## src/rtl/uart_tx_arbiter.sv

```systemverilog
// uart_tx_arbiter: round-robin owner of one UART TX byte port.
// R frame sources compete; the winner streams a full N-byte frame
// through o_sel before the grant passes on.
// Ports:
//   clk, rst            clock, async active-high reset
//   i_req[R]            frame request per source
//   i_data[R*8]         current byte of each source (indexed by o_sel)
//   o_grant[R]          registered one-hot owner, 0 when idle
//   o_sel[SW]           byte index within the granted frame
//   o_done[R]           1-cycle pulse on the finished source
//   o_busy              high while a frame is being sent or closed
//   o_tx_data/valid     byte toward the UART
//   i_tx_ready          UART accepts the byte
//   o_abort             1-cycle pulse on stall timeout
// Optional: define UART_ARB_TIMEOUT_EN to enable the stall timeout.
module uart_tx_arbiter #(
    parameter  int R       = 4,
    parameter  int N       = 16,
    parameter  int TIMEOUT = 255,
    localparam int SW      = $clog2(N),
    localparam int PW      = $clog2(R)
) (
    input  logic            clk,
    input  logic            rst,
    input  logic [R-1:0]    i_req,
    input  logic [R*8-1:0]  i_data,
    output logic [R-1:0]    o_grant,
    output logic [SW-1:0]   o_sel,
    output logic [R-1:0]    o_done,
    output logic            o_busy,
    output logic [7:0]      o_tx_data,
    output logic            o_tx_valid,
    input  logic            i_tx_ready,
    output logic            o_abort
);

    typedef enum logic [1:0] {
        IDLE = 2'd0,
        SEND = 2'd1,
        DONE = 2'd2
    } state_t;

    state_t          state, state_nx;
    logic [R-1:0]    grant, grant_nx;
    logic [SW-1:0]   sel, sel_nx;
    logic [PW-1:0]   ptr, ptr_nx;
    logic [PW-1:0]   gidx, gidx_nx;
    logic [PW-1:0]   ptr_adv;
    logic [PW-1:0]   idx;
    logic [PW-1:0]   pick;
    logic            found;
    logic            xfer;
    logic [7:0]      tx_byte;

`ifdef UART_ARB_TIMEOUT_EN
    logic [7:0]      stall, stall_nx;
    logic            abort_q, abort_nx;
`endif

    // Search order starts at ptr and wraps, so the last owner goes last.
    always_comb begin
        found = 1'b0;
        pick  = '0;
        idx   = '0;
        for (int i = 0; i < R; i++) begin
            idx = PW'((int'(ptr) + i) % R);
            if (!found && i_req[idx]) begin
                found = 1'b1;
                pick  = idx;
            end
        end
    end

    assign ptr_adv = (gidx == PW'(R - 1)) ? '0 : gidx + PW'(1);
    assign xfer    = o_tx_valid & i_tx_ready;

    always_comb begin
        state_nx = state;
        grant_nx = grant;
        sel_nx   = sel;
        ptr_nx   = ptr;
        gidx_nx  = gidx;
`ifdef UART_ARB_TIMEOUT_EN
        stall_nx = stall;
        abort_nx = 1'b0;
`endif
        unique case (state)
            IDLE: begin
                if (found) begin
                    grant_nx       = '0;
                    grant_nx[pick] = 1'b1;
                    gidx_nx        = pick;
                    sel_nx         = '0;
                    state_nx       = SEND;
`ifdef UART_ARB_TIMEOUT_EN
                    stall_nx       = '0;
`endif
                end
            end
            SEND: begin
                if (xfer) begin
`ifdef UART_ARB_TIMEOUT_EN
                    stall_nx = '0;
`endif
                    if (sel == SW'(N - 1)) begin
                        state_nx = DONE;
                    end else begin
                        sel_nx = sel + SW'(1);
                    end
                end
`ifdef UART_ARB_TIMEOUT_EN
                else if (stall == 8'(TIMEOUT - 1)) begin
                    // Frame dropped: hand the port on, no done.
                    abort_nx = 1'b1;
                    stall_nx = '0;
                    grant_nx = '0;
                    sel_nx   = '0;
                    ptr_nx   = ptr_adv;
                    state_nx = IDLE;
                end else begin
                    stall_nx = stall + 8'd1;
                end
`endif
            end
            DONE: begin
                grant_nx = '0;
                sel_nx   = '0;
                ptr_nx   = ptr_adv;
                state_nx = IDLE;
            end
            default: begin
                state_nx = IDLE;
                grant_nx = '0;
                sel_nx   = '0;
            end
        endcase
    end

    always_ff @(posedge clk or posedge rst) begin
        if (rst) begin
            state <= IDLE;
            grant <= '0;
            sel   <= '0;
            ptr   <= '0;
            gidx  <= '0;
        end else begin
            state <= state_nx;
            grant <= grant_nx;
            sel   <= sel_nx;
            ptr   <= ptr_nx;
            gidx  <= gidx_nx;
        end
    end

`ifdef UART_ARB_TIMEOUT_EN
    always_ff @(posedge clk or posedge rst) begin
        if (rst) begin
            stall   <= '0;
            abort_q <= 1'b0;
        end else begin
            stall   <= stall_nx;
            abort_q <= abort_nx;
        end
    end

    assign o_abort = abort_q;
`else
    assign o_abort = 1'b0;
`endif

    always_comb begin
        tx_byte = '0;
        for (int r = 0; r < R; r++) begin
            if (grant[r]) begin
                tx_byte = i_data[8*r +: 8];
            end
        end
    end

    assign o_grant    = grant;
    assign o_sel      = sel;
    assign o_tx_valid = (state == SEND);
    assign o_done     = (state == DONE) ? grant : '0;
    assign o_busy     = (state != IDLE);
    assign o_tx_data  = o_tx_valid ? tx_byte : '0;

endmodule
```

## config.mk

```make
export PLATFORM = sky130hd
export DESIGN_NAME = uart_tx_arbiter
export DESIGN_NICKNAME = d
export VERILOG_FILES = /design/src/rtl/uart_tx_arbiter.sv
export SDC_FILE = /design/constraint.sdc
export NUM_CORES = 1
export LEC_CHECK = 0
export CAP_MARGIN = 20
export CORE_ASPECT_RATIO = 0.7
export CORE_MARGIN = 2
export CORE_UTILIZATION = 34
export DETAILED_ROUTE_END_ITERATION = 12
export GPL_ROUTABILITY_DRIVEN = 0
export PLACE_DENSITY_LB_ADDON = 0.12
export SYNTH_ARGS = -nofsm -noshare
export SYNTH_HDL_FRONTEND = slang
export SYNTH_SLANG_ARGS = --single-unit
```

## constraint.sdc

```tcl
create_clock -name clk -period 1.45 [get_ports clk]
set_input_delay 0.3625 -clock clk [delete_from_list [all_inputs] [get_ports clk]]
set_output_delay 0.3625 -clock clk [all_outputs]
set_load 0.02 [all_outputs]
```

Word level (Yosys, flattened, before mapping)
Cells that the tools add are included.
- $add $sub $neg: 5
- $lt $le $gt $ge: 6
- equality and inequality tests: 8
- muxes and demuxes: 35
- bitwise gates (word level): 2
- reductions and logical operators: 13
- operator list (cell ; count):
    2-to-1 mux 8 bit ; 5
    2-to-1 mux 4 bit ; 5
    2-to-1 mux 2 bit ; 8
    one-hot mux 4 bit (2 select lines) ; 2
    less-than comparator 2 x 3 -> 1 bit (second input constant) ; 5
    2-to-1 mux 1 bit ; 9
    binary-select mux 1 bit (select 2 bit) ; 4
    AND reduction 3 bit ; 2
    adder 2 x 1 -> 2 bit (second input constant) ; 2
    adder 2 bit (second input constant) ; 2
    adder 4 x 1 -> 4 bit (second input constant) ; 1
    equality test 2 bit (second input constant) ; 2
    equality test 4 bit (second input constant) ; 1
    logical AND 1 bit ; 4
    != test 2 x 1 -> 1 bit (second input constant) ; 2
    != test 2 bit (second input constant) ; 2
    one-hot mux 2 bit (2 select lines) ; 1
    AND reduction 2 bit ; 2
    logical NOT 1 bit ; 3
    demux 1 bit (select 2 bit) ; 1
    equality test 2 x 1 -> 1 bit (second input constant) ; 1
    >= comparator 2 x 1 -> 1 bit (second input constant) ; 1
    logical NOT 2 bit ; 1
    nonzero test 2 bit ; 1
    other kinds (2) ; 2
- register bits: 14
- bits of input ports: 39
- output and inout port bits: 23

Longest topological paths before layout
Gate-level depths: netlist (run 1).
- depth after elaboration: 18
- depth in mapped cells: 6

Worst setup path after synthesis (run 1)
No wires, ideal clock.
- path type: register to output
- start point: register grant[1] (netlist: o_grant[1])
- end point: output o_tx_data[1]
- data arrival time: 1.393 ns
- required time: 1.087 ns
- path slack: -0.305 ns
- stages on the path, launching flop included: 6
- cells stage by stage: dfrtp_1 clkbuf_1 nand3b_1 a21oi_1 a21oi_1 o22ai_1
- longest elaborated chain between the ends: 4
- ends and longest elaborated chain (item ; line ; RTL):
    start, declared ; 44 ; logic [R-1:0] grant, grant_nx;
    start signal, assigned ; 148 ; grant <= grant_nx;
    2-to-1 mux 8 bit (3 in series) ; 174 ; if (grant[r]) begin
    2-to-1 mux 8 bit ; 185 ; assign o_tx_data = o_tx_valid ? tx_byte : '0;
    end, declared ; 31 ; output logic [7:0] o_tx_data,
No other way between the ends.

Worst setup path after layout (run 1)
- start point: register grant[0] (netlist: o_grant[0])
- end point: output o_tx_data[4]
- longest elaborated chain between the ends: 5
- ends and longest elaborated chain (item ; line):
    2-to-1 mux 8 bit (4 in series) ; 174
    2-to-1 mux 8 bit ; 185
No other way between the ends.

==> results of run 1 <==
-- metal layers --
metal | global-route usage | wire (um)
met5 | 0 | 0
met2 | 0.3941 | 2118
met3 | 0.05720 | 199
met4 | 0.05346 | 57
met1 | 0.2971 | 1808
-- flip-flops by register name, summed over array words and instances, names as in the netlist --
signal,flops
gidx,2
ptr,2
o_grant,4
state,2
o_sel,4
-- worst max-delay path, cell delays in order, from the launching register on --
cell	delay, ns
dfrtp_2	0.41
nor2b_4	0.14
buf_8	0.14
a221oi_4	0.27
nor3_2	0.08
a31o_2	0.22
buf_6	0.13
-- power groups by stage --
stage	combinational [mW]	sequential, mW	clock (mW)
finish	3.76	0.712	0.399
detailed placement	3.03	0.741	0
global route	3.99	0.729	0.417
CTS	3.58	0.707	0.394
global placement	2.96	0.732	0
floorplan	1.71	0.813	0
-- path summary, 6_finish.rpt --
path / cells after the start / slack (ns) / end
setup / recovery: 6 / -0.56 / o_tx_data[4]
hold / removal: 3 / 0.41 / gidx[0]$_DFFE_PP0P_
setup reg to reg: 5 / 0 / o_sel[3]$_DFFE_PP0P_
hold reg to reg: 1 / 0.51 / gidx[1]$_DFFE_PP0P_
max in group asynchronous: 3 / 0.85 / o_grant[2]$_DFFE_PP0P_
min in group clk: 1 / 0.51 / gidx[1]$_DFFE_PP0P_
-- cell usage in the layout, fill, tap and decap left out, drive strengths merged, types with 4 or more instances in the layout --
| master | n |
|---|---|
| nor2b | 11 |
| clkdlybuf4s50 | 34 |
| a21oi | 8 |
| clkbuf | 5 |
| nor2 | 5 |
| nor3 | 8 |
| o32ai | 5 |
| buf | 50 |
| a221oi | 7 |
| and2 | 4 |
| mux2 | 4 |
| dfrtp | 14 |
| a31o | 7 |
| dlygate4sd2 | 8 |
| nand2b | 8 |
-- metrics by stage --
step | instances | hold WS [ns] | worst slack [ns] | power [mW] | util
2_1_floorplan | 119 | 0.2514 | -0.1728 | 2.523 | -
4_1_cts | 243 | 0.4123 | -0.5480 | 4.678 | 0.7128
3_3_place_gp | 229 | 0.4998 | -0.8689 | 3.689 | 0.6215
5_1_grt | 245 | 0.4793 | -0.6164 | 5.133 | 0.7371
3_5_place_dp | 229 | 0.5030 | -0.8883 | 3.769 | 0.6215
6_report | 245 | 0.4063 | -0.5584 | 4.869 | 0.7371
-- final cells by class --
class	count	area, um2
sequential	14	359.1
fill	230	810.8
inverter	3	16.27
timing repair buffer	93	858.3
clock buffer	4	55.05
multi-input combinational	93	937.1
tap	38	47.55
-- what timing repair did --
item,CTS,global route
gates cloned,0,0
buffers inserted,11,5
endpoints found under the setup margin,30,23
resized for setup,127,21
pin swaps,11,12
-- cell families after synthesis --
kind of cell / Yosys count
compound gates: 34
xor+xnor: 1
fa+ha+maj: 2
buf+inv: 12
flops: 14
mux: 4
other cells: 1
simple gates: 51
==> results.yml, run 1 <==
logic_synthesis:
  synth_seq_cells: 14
  avgSynthCellArea_um2: 9.011
  netlist_area_um2: 1072
  ys_top_cells_by_area: "dfrtp_1 33%, nor2b_1 6.4%, a221oi_1 5.7%"
  synth_top_flop_cell: "dfrtp_1"
  synth_top_family_by_area: "simple AND/OR/NAND/NOR gates"
  synth_fa_ha_area_frac: 0.02334
  synth_commonest_cells: "14 x dfrtp_1, 11 x nor2b_1, 8 x nor3_1, 7 x a221oi_1"
  yosysTopAreaCell: "dfrtp_1"
  yosys.area_share.simple: 0.2905
  synth_mux_area_frac: 0.04201
  synth_top_area_frac: 0.3267
  synth_warnings: 0
  yosys.cell_types.count: 38
  synth-compound-area-share: 0.2555
  synthMostInstantiatedCell: "dfrtp_1"
  syn-num-nets: 160
  synth_edf_count: 0
  synth_cells: 119
  synthArstFlopShare: 1.000
  synth_xor_area_frac: 0.008168
  seq_area_frac_synth: 0.3267
drt:
  ant_nets: 0
  vias_per_cell: 5.449
  drtPass1Iterations: 4
  wire_per_inst_um: 17.08
  drcViolationCount: 0
  via_count: 1335
  drt_iter0_markers: 31
  routed_wl_um: 4184
sta:
  rsz0062_at_grt: "true"
  setup_violations: 15
  final.period_utilization: 1.385
  hold_viol_final: 0
  fmax_ghz: 0.4979
  fin_setup_tns_ns: -5.073
  slew_violations: 0
  skew_ns: 0.001366
  finalWorstSetupSlack_ns: -0.5584
  period_needed_ns: 2.008
outcome:
  violations: "negative setup slack"
  outcome: "finished, violations left"
global_routing:
  grt_max_degree: 15
  grt_overflow: 0
  antenna_found_initial: 0
  grt_pass1_vias: 1331
  grtUsageTotal: 0.2311
  grt_pass1_wl_um: 6527
clock_tree:
  cts_buffers: 3
  clock-sinks: 14
  insertion_delay_ns: 0.25
  clk_path_buf_depth: 2
  cts_tree: "built"
  cts.root.buffer_cell: "clkbuf_8"
  hold_buffers: 0
  clk_pin_slew_ns: 0.06
  htree_num_levels: 1
power:
  ir_worst_vdd_v: 0.001743
  p_sw_mw: 2.154
  power.leakage_nw: 0.9718
  comb_power_share: 0.772
  p_seq_frac: 0.146
  power_density_nw_per_um2: 2142
  clock_power_share: 0.082
  intPower_mw: 2.715
  p_sw_frac: 0.4423
placement:
  placed_area_um2: 1917
  io_buffers: 60
  dp_hpwl_um: 2903
setup_path:
  critPathLaunchType: "flop"
  crit_type: "reg -> out"
  crit_fanout: 6
  arrival_ns: 1.65
  end_kind: "output port"
  cp.required_ns: 1.09
  cp-startpoint: "o_grant[0]$_DFFE_PP0P_"
  reg2reg_from: "o_sel[0]$_DFFE_PP0P_"
die:
  pin_count: 62
  start_util: 0.3477
  row_count: 17
  die_h_um: 50.99
  fp.dieW_um: 71.12
  dieArea_um2: 3626
  coreArea_um2: 3084
final_layout:
  layout-drive-gt1-share: 0.5411
  nNetsFinal: 249
  antenna_cells: 0
  areaGrowthSynthToFinish_pct: 112.0
  final_area_um2: 2273
job:
  drv_cap: 0
hold_path:
  min_path_type: "in -> async"
No activity file was read; power rests on OpenSTA's default activity.
==> run 2, diff against run 1 <==
--- a/config.mk
+++ b/config.mk
@@ -8,7 +8,8 @@
 export CAP_MARGIN = 20
 export CORE_ASPECT_RATIO = 0.7
 export CORE_MARGIN = 2
-export CORE_UTILIZATION = 34
+export CORE_UTILIZATION = 42
+export CTS_BUF_LIST = sky130_fd_sc_hd__clkbuf_4 sky130_fd_sc_hd__clkbuf_8
 export DETAILED_ROUTE_END_ITERATION = 12
 export GPL_ROUTABILITY_DRIVEN = 0
 export PLACE_DENSITY_LB_ADDON = 0.12
==> constraint.sdc (replaced) <==
create_clock -name clk -period 2.6 [get_ports clk]
set_input_delay 0.65 -clock clk [delete_from_list [all_inputs] [get_ports clk]]
set_output_delay 0.65 -clock clk [all_outputs]
set_load 0.02 [all_outputs]
==> results.yml, run 2 (same netlist as run 1, synthesis figures left out) <==
power:
  power.leakage_nw: 0.7046
  power_density_nw_per_um2: 1099
  ir_worst_vdd_v: 0.0006786
  power_mw: 1.915
global_routing:
  antenna_found_initial: 0
  grt_pass1_wl_um: 4961
  grtUsageTotal: 0.2185
  busiest_layer: "met2"
  grt_max_degree: 20
  grt_pass1_vias: 1106
  grt.met3_usage: 0.06112
  met1_usage: 0.2756
  gr-usage-met2: 0.3771
  grt_overflow: 0
clock_tree:
  cts.root.buffer_cell: "clkbuf_4"
  clock-sinks: 14
  hold_buffers: 0
  cts_buffers: 3
  post-cts-setup-buffers: 0
  clk_pin_slew_ns: 0.08
  insertion_delay_ns: 0.28
  cts_tree: "built"
  htree_num_levels: 1
  clk_path_buf_depth: 2
placement:
  placed_area_um2: 1718
  dp_hpwl_um: 2539
  io_buffers: 60
  dpl_worst_slack_ns: -0.2688
drt:
  drcViolationCount: 0
  drt_iter0_markers: 28
  wire_per_inst_um: 15.16
  routed_wl_um: 3230
  via_count: 1155
  ant_nets: 0
  vias_per_cell: 5.423
  drtPass1Iterations: 4
die:
  dieArea_um2: 2980
  start_util: 0.4395
  fp.dieW_um: 64.39
  die_h_um: 46.28
  pin_count: 62
  row_count: 15
  coreArea_um2: 2440
setup_path:
  critPathLaunchType: "input pin"
  cp-startpoint: "i_data[12]"
  worstSetupEndpoint: "o_tx_data[4]"
  arrival_ns: 1.89
  reg2reg_from: "o_sel[0]$_DFFE_PP0P_"
  crit_type: "in -> out"
  end_kind: "output port"
  worstRegToRegCells: 5
  cp.required_ns: 1.95
  crit_fanout: 1
  timing.rr.end: "o_sel[3]$_DFFE_PP0P_"
  r2r_slack_ns: 0.99
sta:
  fin_setup_tns_ns: 0
  skew_ns: 0.004082
  setup_violations: 0
  finalWorstSetupSlack_ns: 0.06392
  fmax_ghz: 0.3943
  slew_violations: 0
  final.period_utilization: 0.9754
  hold_viol_final: 0
  period_needed_ns: 2.536
  slew_headroom: 0.6000
  worst_slew_pin_slew_ns: 0.6001
  rsz0062_at_grt: "false"
final_layout:
  nNetsFinal: 222
  finish.utilization: 0.7138
  final_area_um2: 1742
  antenna_cells: 0
  layout-drive-gt1-share: 0.2291
  layout_commonest_cell: "clkdlybuf4s50_1"
  final_cell_mix: "52 x clkdlybuf4s50_1, 14 x dfrtp_1, 9 x nor2b_1, 8 x nor3_1, 7 x clkbuf_2"
  areaGrowthSynthToFinish_pct: 62.43
job:
  drv_cap: 0
outcome:
  outcome: "finished clean"
hold_path:
  min_path_type: "reg -> reg"
==> run 2: where the power goes <==
group | internal (mW) | switching (mW) | total, mW
clock network | 0.0537 | 0.0663 | 0.120
registers | 0.298 | 0.106 | 0.404
logic | 0.650 | 0.741 | 1.39
==> run 2: stage by stage <==
stage               std cells  hold slack (ns)
floorplan                 119           0.4835
global placement          210           0.4992
detailed placement        210           0.5013
CTS                       213           0.5197
global route              213           0.5467
finish                    213           0.5143
==> run 2: what timing repair did <==
| item | 4_1_cts | 5_1_grt |
|---|---|---|
| setup endpoints to repair | 12 | 12 |
| resized for setup | 22 | 10 |
| gates cloned | 0 | 0 |
| pin swaps | 0 | 0 |
==> run 2: how the worst min path moves through the flow <==
stage / startpoint / depth (start not counted) / endpoint
2_1_floorplan: gidx[1]$_DFFE_PP0P_ / 1 / gidx[1]$_DFFE_PP0P_
3_3_place_gp: gidx[1]$_DFFE_PP0P_ / 1 / gidx[1]$_DFFE_PP0P_
3_5_place_dp: gidx[1]$_DFFE_PP0P_ / 1 / gidx[1]$_DFFE_PP0P_
4_1_cts: gidx[1]$_DFFE_PP0P_ / 1 / gidx[1]$_DFFE_PP0P_
5_1_grt: gidx[1]$_DFFE_PP0P_ / 1 / gidx[1]$_DFFE_PP0P_
6_report: gidx[1]$_DFFE_PP0P_ / 1 / gidx[1]$_DFFE_PP0P_
==> run 2: layout make-up <==
| type | count | area (um2) |
|---|---|---|
| Sequential cell | 14 | 350.3 |
| Timing Repair Buffer | 66 | 611.8 |
| Fill cell | 202 | 698.2 |
| Tap cell | 34 | 42.54 |
| Multi-Input combinational cell | 93 | 703.2 |
| Clock buffer | 3 | 22.52 |
| Inverter | 3 | 11.26 |
==> run 2: worst max-delay path: stages <==
cell and delay, ns:
clkdlybuf4s50_1 0.42, a221oi_2 0.27, nor3_1 0.07, a31o_2 0.22, clkdlybuf4s15_2 0.25
==> run 2: layer usage <==
layer	vias to the layer above	wire length (um)
met1	548	1450
met4	0	10
li1	567	-
met3	2	174
met5	-	0
met2	38	1595
==> run 3, diff against run 2 <==
--- a/config.mk
+++ b/config.mk
@@ -13,6 +13,7 @@
 export DETAILED_ROUTE_END_ITERATION = 12
 export GPL_ROUTABILITY_DRIVEN = 0
 export PLACE_DENSITY_LB_ADDON = 0.12
+export SLEW_MARGIN = 0
 export SYNTH_ARGS = -nofsm -noshare
 export SYNTH_HDL_FRONTEND = slang
 export SYNTH_SLANG_ARGS = --single-unit
==> results of run 3 <==
Same layout as run 2: the final DEF is identical, and so are final timing and power.
